<file path="src/rtl/ex_muldiv_pkg.sv">
// Shared cpu types for the HI/LO execute unit: op encoding, FSM state constants, width.
package ex_muldiv_pkg;

  localparam int XLEN = 32;

  typedef enum logic [3:0] {
    MD_NONE  = 4'd0,
    MD_MULT  = 4'd1,
    MD_MULTU = 4'd2,
    MD_MADD  = 4'd3,
    MD_MADDU = 4'd4,
    MD_MSUB  = 4'd5,
    MD_MSUBU = 4'd6,
    MD_DIV   = 4'd7,
    MD_DIVU  = 4'd8,
    MD_MTHI  = 4'd9,
    MD_MTLO  = 4'd10
  } muldiv_op_e;

  typedef logic [1:0] md_state_e;
  localparam md_state_e ST_IDLE = 2'd0;
  localparam md_state_e ST_MUL  = 2'd1;
  localparam md_state_e ST_DIV  = 2'd2;

  function automatic logic md_is_signed(muldiv_op_e op);
    return (op == MD_MULT) || (op == MD_MADD) || (op == MD_MSUB) || (op == MD_DIV);
  endfunction

endpackage

</file>
<file path="src/rtl/ex_muldiv_div_iter.sv">
// Unsigned radix-2 restoring divider, one quotient bit per cycle for XLEN cycles.
// done is combinational during the final bit; quotient/remainder are valid alongside it.
module div_iter #(
  parameter int XLEN = 32
) (
  input  logic            clk,
  input  logic            rst,
  input  logic            start,
  input  logic            abort,
  input  logic [XLEN-1:0] dividend,
  input  logic [XLEN-1:0] divisor,
  output logic            done,
  output logic [XLEN-1:0] quotient,
  output logic [XLEN-1:0] remainder
);

  localparam int CW = $clog2(XLEN);
  localparam logic [CW-1:0] LAST = CW'(XLEN - 1);

  logic            run_q;
  logic [CW-1:0]   cnt_q;
  logic [XLEN-1:0] rem_q, quo_q, dvs_q;
  logic [XLEN:0]   trial;
  logic [XLEN-1:0] rem_n, quo_n;

  // quo_q doubles as the dividend shift register: its MSB feeds the remainder, quotient bits enter at the LSB
  always_comb begin
    trial = {rem_q, quo_q[XLEN-1]} - {1'b0, dvs_q};
    if (!trial[XLEN]) begin
      rem_n = trial[XLEN-1:0];
      quo_n = {quo_q[XLEN-2:0], 1'b1};
    end else begin
      rem_n = {rem_q[XLEN-2:0], quo_q[XLEN-1]};
      quo_n = {quo_q[XLEN-2:0], 1'b0};
    end
  end

  assign done      = run_q && (cnt_q == LAST);
  assign quotient  = quo_n;
  assign remainder = rem_n;

  always_ff @(posedge clk) begin
    if (rst || abort) begin
      run_q <= 1'b0;
      cnt_q <= '0;
      rem_q <= '0;
      quo_q <= '0;
      dvs_q <= '0;
    end else if (start) begin
      run_q <= 1'b1;
      cnt_q <= '0;
      rem_q <= '0;
      quo_q <= dividend;
      dvs_q <= divisor;
    end else if (run_q) begin
      rem_q <= rem_n;
      quo_q <= quo_n;
      cnt_q <= cnt_q + 1'b1;
      if (cnt_q == LAST) run_q <= 1'b0;
    end
  end

endmodule

</file>
<file path="src/rtl/ex_muldiv.sv">
// EX-stage multiply/divide unit owning HI/LO; stalls ID/EX while a multi-cycle op runs.
// Operands are read straight from ID/EX, which stays frozen while stall_req_o is high.
module ex_muldiv #(
  parameter int XLEN       = ex_muldiv_pkg::XLEN,
  parameter int MUL_CYCLES = 2
) (
  input  logic                     clk,
  input  logic                     rst,
  input  logic                     valid_i,
  input  ex_muldiv_pkg::muldiv_op_e op_i,
  input  logic [XLEN-1:0]          a_i,
  input  logic [XLEN-1:0]          b_i,
  input  logic                     flush_i,
  output logic                     stall_req_o,
  output logic                     busy_o,
  output logic [XLEN-1:0]          hi_o,
  output logic [XLEN-1:0]          lo_o
);
  import ex_muldiv_pkg::*;

  localparam int W2 = 2 * XLEN;
  localparam logic [7:0] MUL_LAST = 8'(MUL_CYCLES - 1);

  md_state_e       state_q;
  logic [7:0]      mcnt_q;
  muldiv_op_e      op_q;
  logic [W2-1:0]   prod_q, prod_c, a_ext, b_ext;
  logic [XLEN-1:0] hi_q, lo_q, a_mag, b_mag, div_quo, div_rem;
  logic            neg_quo_q, neg_rem_q;
  logic            sgn, is_mul, is_div, b_zero, issue, div_start, div_done, stall_c;

  function automatic logic [W2-1:0] accum(muldiv_op_e op, logic [W2-1:0] acc, logic [W2-1:0] p);
    case (op)
      MD_MADD, MD_MADDU: return acc + p;
      MD_MSUB, MD_MSUBU: return acc - p;
      default:           return p;
    endcase
  endfunction

  assign sgn    = md_is_signed(op_i);
  assign is_mul = (op_i == MD_MULT) || (op_i == MD_MULTU) || (op_i == MD_MADD) ||
                  (op_i == MD_MADDU) || (op_i == MD_MSUB) || (op_i == MD_MSUBU);
  assign is_div = (op_i == MD_DIV) || (op_i == MD_DIVU);
  assign b_zero = (b_i == '0);
  assign issue  = valid_i && (state_q == ST_IDLE) && !flush_i;

  // Low half of a 2*XLEN product is the same for signed and unsigned once operands are extended
  assign a_ext  = sgn ? {{XLEN{a_i[XLEN-1]}}, a_i} : {{XLEN{1'b0}}, a_i};
  assign b_ext  = sgn ? {{XLEN{b_i[XLEN-1]}}, b_i} : {{XLEN{1'b0}}, b_i};
  assign prod_c = a_ext * b_ext;

  assign a_mag     = (sgn && a_i[XLEN-1]) ? -a_i : a_i;
  assign b_mag     = (sgn && b_i[XLEN-1]) ? -b_i : b_i;
  assign div_start = issue && is_div && !b_zero;

  div_iter #(.XLEN(XLEN)) u_div (
    .clk       (clk),
    .rst       (rst),
    .start     (div_start),
    .abort     (flush_i),
    .dividend  (a_mag),
    .divisor   (b_mag),
    .done      (div_done),
    .quotient  (div_quo),
    .remainder (div_rem)
  );

  always_comb begin
    stall_c = 1'b0;
    case (state_q)
      ST_IDLE: stall_c = issue && ((is_mul && (MUL_CYCLES > 1)) || (is_div && !b_zero));
      ST_MUL:  stall_c = (mcnt_q < MUL_LAST);
      ST_DIV:  stall_c = !div_done;
      default: stall_c = 1'b0;
    endcase
  end

  assign stall_req_o = stall_c && !flush_i;
  assign busy_o      = (state_q != ST_IDLE);
  assign hi_o        = hi_q;
  assign lo_o        = lo_q;

  always_ff @(posedge clk) begin
    if (rst) begin
      state_q   <= ST_IDLE;
      mcnt_q    <= '0;
      op_q      <= MD_NONE;
      prod_q    <= '0;
      hi_q      <= '0;
      lo_q      <= '0;
      neg_quo_q <= 1'b0;
      neg_rem_q <= 1'b0;
    end else if (flush_i) begin
      state_q <= ST_IDLE;
    end else begin
      case (state_q)
        ST_IDLE: if (issue) begin
          if (op_i == MD_MTHI) hi_q <= a_i;
          if (op_i == MD_MTLO) lo_q <= a_i;
          if (is_mul) begin
            if (MUL_CYCLES == 1) begin
              {hi_q, lo_q} <= accum(op_i, {hi_q, lo_q}, prod_c);
            end else begin
              state_q <= ST_MUL;
              mcnt_q  <= 8'd1;
              op_q    <= op_i;
              prod_q  <= prod_c;
            end
          end
          if (is_div && !b_zero) begin
            state_q   <= ST_DIV;
            neg_quo_q <= sgn && (a_i[XLEN-1] ^ b_i[XLEN-1]);
            neg_rem_q <= sgn && a_i[XLEN-1];
          end
        end
        ST_MUL: begin
          if (mcnt_q == MUL_LAST) begin
            {hi_q, lo_q} <= accum(op_q, {hi_q, lo_q}, prod_q);
            state_q      <= ST_IDLE;
          end else begin
            mcnt_q <= mcnt_q + 8'd1;
          end
        end
        ST_DIV: if (div_done) begin
          lo_q    <= neg_quo_q ? -div_quo : div_quo;
          hi_q    <= neg_rem_q ? -div_rem : div_rem;
          state_q <= ST_IDLE;
        end
        default: state_q <= ST_IDLE;
      endcase
    end
  end

endmodule

</file>
<file path="config.mk">
export PLATFORM = sky130hd
export DESIGN_NAME = ex_muldiv
export DESIGN_NICKNAME = d
export VERILOG_FILES = /design/src/rtl/ex_muldiv_pkg.sv /design/src/rtl/ex_muldiv_div_iter.sv /design/src/rtl/ex_muldiv.sv
export SDC_FILE = /design/constraint.sdc
export NUM_CORES = 2
export LEC_CHECK = 0
export BUFFER_PORTS_ARGS = -buffer_cell sky130_fd_sc_hd__buf_4
export CAP_MARGIN = 25
export CORE_MARGIN = 1.5
export CORE_UTILIZATION = 45
export CTS_BUF_LIST = sky130_fd_sc_hd__clkbuf_4
export DETAILED_ROUTE_END_ITERATION = 7
export PLACE_DENSITY = 0.68
export SETUP_SLACK_MARGIN = 0.15
export SYNTH_ARGS = -nofsm -noshare
export SYNTH_HDL_FRONTEND = slang
export SYNTH_SLANG_ARGS = --single-unit
</file>
<file path="constraint.sdc">
create_clock -name clk -period 33.8 [get_ports clk]
set_input_delay 6.76 -clock clk [delete_from_list [all_inputs] [get_ports clk]]
set_output_delay 6.76 -clock clk [all_outputs]
set_load 0.01 [all_outputs]
</file>
==> flow_summary.rst <==
.. list-table::
   :header-rows: 1

   * - Metric
     - Value
   * - Kind of start point of the critical path
     - primary input
   * - Most instantiated library cell after synthesis
     - sky130_fd_sc_hd__inv_1
   * - Fraction of synthesized area in multiplexers
     - 1.079%
   * - Share of synthesized registers carrying an async set or reset
     - 0%
   * - Startpoint of the worst-slack reg-to-reg timing path
     - prod_q[10]$_SDFFE_PP0P_
   * - Cells after Synth
     - 7,990
   * - Synthesized flop and latch total
     - 246
   * - # DRC
     - 0
   * - Net Count, Synth
     - 9,906
   * - Synth top area cells
     - sky130_fd_sc_hd__fa_1, sky130_fd_sc_hd__inv_1, sky130_fd_sc_hd__ha_1, sky130_fd_sc_hd__dfxtp_1, sky130_fd_sc_hd__nand2_1
   * - Worst Setup Path Type
     - primary input to flip-flop
   * - Distinct cell type count after synthesis
     - 90
   * - Number of I/O port buffers
     - approximately 140
   * - Sequential cell area fraction in the yosys report
     - under 10%
   * - Xor and xnor fraction of the mapped netlist area
     - under 10%
   * - Crit end category
     - flip-flop
   * - Min Clock Period, post-route
     - 16.71 ns
   * - Fin Setup TNS
     - 0 ns
   * - Number of gates given a new drive strength after cts
     - 0
   * - Die Footprint
     - 0.1536 mm^2
   * - Post-CTS Setup Repair Bufs
     - 0
   * - Worst Max-Slew Pin Slew
     - 1.102 ns
   * - Source-to-sink clock delay at the later pin of the worst-skew pair
     - slightly below 0.9 ns
   * - Number of top-level pins
     - 138
   * - Routed via count divided by cell count
     - 5.607
   * - Number of hold-repair buffers added at the cts stage
     - 0
   * - Crit-path most repeated cell
     - sky130_fd_sc_hd__fa_1
   * - Number of warnings reported in the yosys synthesis log
     - 0
   * - Complex-gate fraction of the synthesized area
     - 10.52%
   * - Clock tree from TritonCTS
     - yes
   * - Largest net degree at the start of global routing
     - approximately 100
   * - Main synth FF type
     - sky130_fd_sc_hd__dfxtp_1
   * - Global-route wire length before repair
     - 347,700 um
   * - Final setup viols
     - 0
   * - Final period utilization
     - 49.43%
   * - Total via count after detailed routing
     - approximately 55k
   * - Proportion of netlist area held by the largest area contributor
     - 41.79%
   * - Slowest cell delay on critical path
     - between 0.9 and 1 ns
   * - Clock sink count
     - ~250
   * - Arrival time reported for the critical path endpoint
     - 17.41 ns
   * - Final count of hold timing violations
     - 0
   * - Post-synth top cells
     - sky130_fd_sc_hd__inv_1, sky130_fd_sc_hd__fa_1, sky130_fd_sc_hd__nand2_1
   * - End point of the most critical hold path
     - u_div.dvs_q[31]$_SDFFE_PP0P_
   * - Total of max-cap violations
     - 0
   * - Worst-path clk slew
     - 0.07 ns
   * - Core Footprint
     - approximately 0.15 mm^2
   * - Starting utilization of the core area
     - 45.40%
   * - DR iter-0 viols
     - between 4k and 5k
   * - Setup repair after global routing missed its margin
     - no
   * - Signed area change from the synthesized netlist to the final layout
     - 4.725%
   * - Required time worst endpoint
     - roughly 35 ns
   * - Average footprint of a synthesized cell
     - 8.520 um^2
   * - Post-route antenna net violation count
     - 0
   * - CTS root buffer
     - sky130_fd_sc_hd__clkbuf_4
   * - Dpl hpwl
     - 175,100 um
   * - Cell type with the highest aggregate area in the netlist
     - sky130_fd_sc_hd__fa_1
   * - Level count of the clock H-tree
     - 3
   * - Basic-gate share of the synthesized area counting and, or, nand and nor cells
     - 15.04%
   * - Fmax
     - approximately 60 MHz
   * - Width of the die
     - 392.0 um
   * - Total global-route track usage
     - 29.76%
   * - Instance count along the most critical hold path
     - 2
   * - Maximum root-to-sink buffer count
     - 3
   * - Final worst clock skew
     - ~0.11 ns
   * - Highest fanout seen on the critical path
     - 43
   * - 1st-pass router iterations
     - 5
   * - Routed wirelength normalized by instance count
     - 22.69 um
   * - Arithmetic-cell share of the synthesized area counting full adders, half adders and majority gates
     - between 40% and 50%
   * - Fraction of final layout cells with drive strength greater than 1
     - 4.523%
   * - Pins over their slew limit
     - 0
   * - Worst relative slew slack
     - 25.63%
   * - Beginning of the worst hold path
     - u_div.dvs_q[31]$_SDFFE_PP0P_
   * - Dominant combinational cell family by area after synthesis
     - adder cells
   * - Overall routed net length
     - 224,000 um
   * - Net count reported at finish
     - between 9k and 10k
   * - Routability congestion estimate from global placement
     - 1.005
   * - Vias in the first global route
     - roughly 58k
   * - Remaining Overflow, GRT
     - 0
   * - Number of buffers inserted during clock tree synthesis
     - 71
   * - Number of synthesized flops with an enable pin
     - 0
   * - Die boundary height
     - 392.0 um
   * - Setup slack, reg-to-reg
     - between 20 and 30 ns
   * - Number of antenna violations at the first check in global routing
     - 11
   * - Logic depth of the worst register-to-register path
     - 20
   * - Outcome
     - completed
   * - Netlist Area Pre-Place
     - ~0.068 mm^2
   * - Hold WC Path Type
     - flip-flop to flip-flop
   * - Number of rows in the core area
     - between 100 and 150
   * - Capture instance of the worst register-to-register path
     - hi_o[29]$_SDFFE_PP0P_
   * - Slowest stage cell on the critical path
     - sky130_fd_sc_hd__fa_1
[flip-flops by register name, indices dropped and copies added, names as in the netlist]
register     count
state_q          2
mcnt_q           8
u_div.cnt_q      5
hi_o            32
op_q             4
u_div.quo_q     32
u_div.dvs_q     32
neg_rem_q        1
u_div.run_q      1
lo_o            32
neg_quo_q        1
u_div.rem_q     32
prod_q          64
[routing by layer]
| layer | GRT usage (%) | vias up | wire length [um] |
|---|---|---|---|
| li1 | - | 24253 | - |
| met1 | 38.75 | 27954 | 89540 |
| met2 | 48.38 | 2602 | 102700 |
| met3 | 5.348 | 527 | 20410 |
| met4 | 13.19 | 4 | 11270 |
| met5 | 0 | - | 32 |
[cells in the final DEF, fill, tap and decap left out, types with 23 or more instances in the layout]
cell type / count
sky130_fd_sc_hd__inv_1: 1668
sky130_fd_sc_hd__fa_1: 1421
sky130_fd_sc_hd__nand2_1: 1097
sky130_fd_sc_hd__ha_1: 421
sky130_fd_sc_hd__nor2_1: 377
sky130_fd_sc_hd__and2_1: 345
sky130_fd_sc_hd__a21oi_1: 326
sky130_fd_sc_hd__dfxtp_1: 245
sky130_fd_sc_hd__xnor2_1: 219
sky130_fd_sc_hd__buf_4: 190
sky130_fd_sc_hd__o21ai_0: 186
sky130_fd_sc_hd__xor2_1: 152
sky130_fd_sc_hd__a211oi_1: 125
sky130_fd_sc_hd__a21o_1: 115
sky130_fd_sc_hd__clkbuf_4: 93
sky130_fd_sc_hd__mux2i_1: 70
sky130_fd_sc_hd__nor3_1: 68
sky130_fd_sc_hd__nand3_1: 64
sky130_fd_sc_hd__and3_1: 46
sky130_fd_sc_hd__o31ai_1: 37
sky130_fd_sc_hd__a31oi_1: 35
sky130_fd_sc_hd__nand4_1: 33
sky130_fd_sc_hd__nand2b_1: 33
sky130_fd_sc_hd__or3_1: 32
sky130_fd_sc_hd__a221oi_1: 29
sky130_fd_sc_hd__nor4_1: 27
sky130_fd_sc_hd__o21a_1: 26
sky130_fd_sc_hd__or4_1: 24
sky130_fd_sc_hd__o211ai_1: 23
[stage by stage]
stage | cell area (um^2) | setup WS [ns] | std cells | hold slack [ns] | utilization [%]
after floorplan | 68080 | 17.48 | 7990 | 0.4319 | -
after global placement | 70310 | 16.44 | 9736 | 0.4416 | 46.89
after detailed placement | 70310 | 16.31 | 9736 | 0.4496 | 46.89
after CTS | 71270 | 17.16 | 9864 | 0.4588 | 47.53
after global routing | 71290 | 16.65 | 9867 | 0.4790 | 47.54
final | 71290 | 17.09 | 9870 | 0.4576 | 47.54
[final cells by class]
class,count,area (um^2)
Fill cell,14534,78660
Multi-Input combinational cell,5612,55150
Inverter,1672,6277
Sequential cell,246,4928
Tap cell,2016,2522
Timing Repair Buffer,191,1441
Clock buffer,93,698.2
Clock inverter,35,260.3
Antenna cell,5,12.51
[how the worst max path moves through the flow]
stage | slack, ns | cells after the start | startpoint | to
global placement | 16.44 | 34 | op_i[0] | prod_q[56]$_SDFFE_PP0P_
detailed placement | 16.31 | 34 | op_i[0] | prod_q[56]$_SDFFE_PP0P_
CTS | 17.16 | 34 | op_i[0] | prod_q[56]$_SDFFE_PP0P_
floorplan | 17.48 | 34 | op_i[0] | prod_q[56]$_SDFFE_PP0P_
finish | 17.09 | 34 | op_i[0] | prod_q[56]$_SDFFE_PP0P_
global route | 16.65 | 34 | op_i[0] | prod_q[56]$_SDFFE_PP0P_
[critical path: cells and delay by family]
family	cells	cell delay, ns
compound gates	7	1.56
fa+ha+maj	11	6.04
buf+inv	8	1.59
mux	1	0.34
simple gates	7	1.04
[cell families after synthesis]
kind of cell,count (synthesis)
AND/OR/NAND/NOR,2231
XOR/XNOR,371
adder cells (fa/ha/maj),1844
multiplexers,73
AO/OA/AOI/OAI,1093
flip-flops,246
buffers and inverters,2132
Power is left out: the tool's default activity adds up to more than one toggle a clock period on the data nets, which glitch-free logic cannot reach.
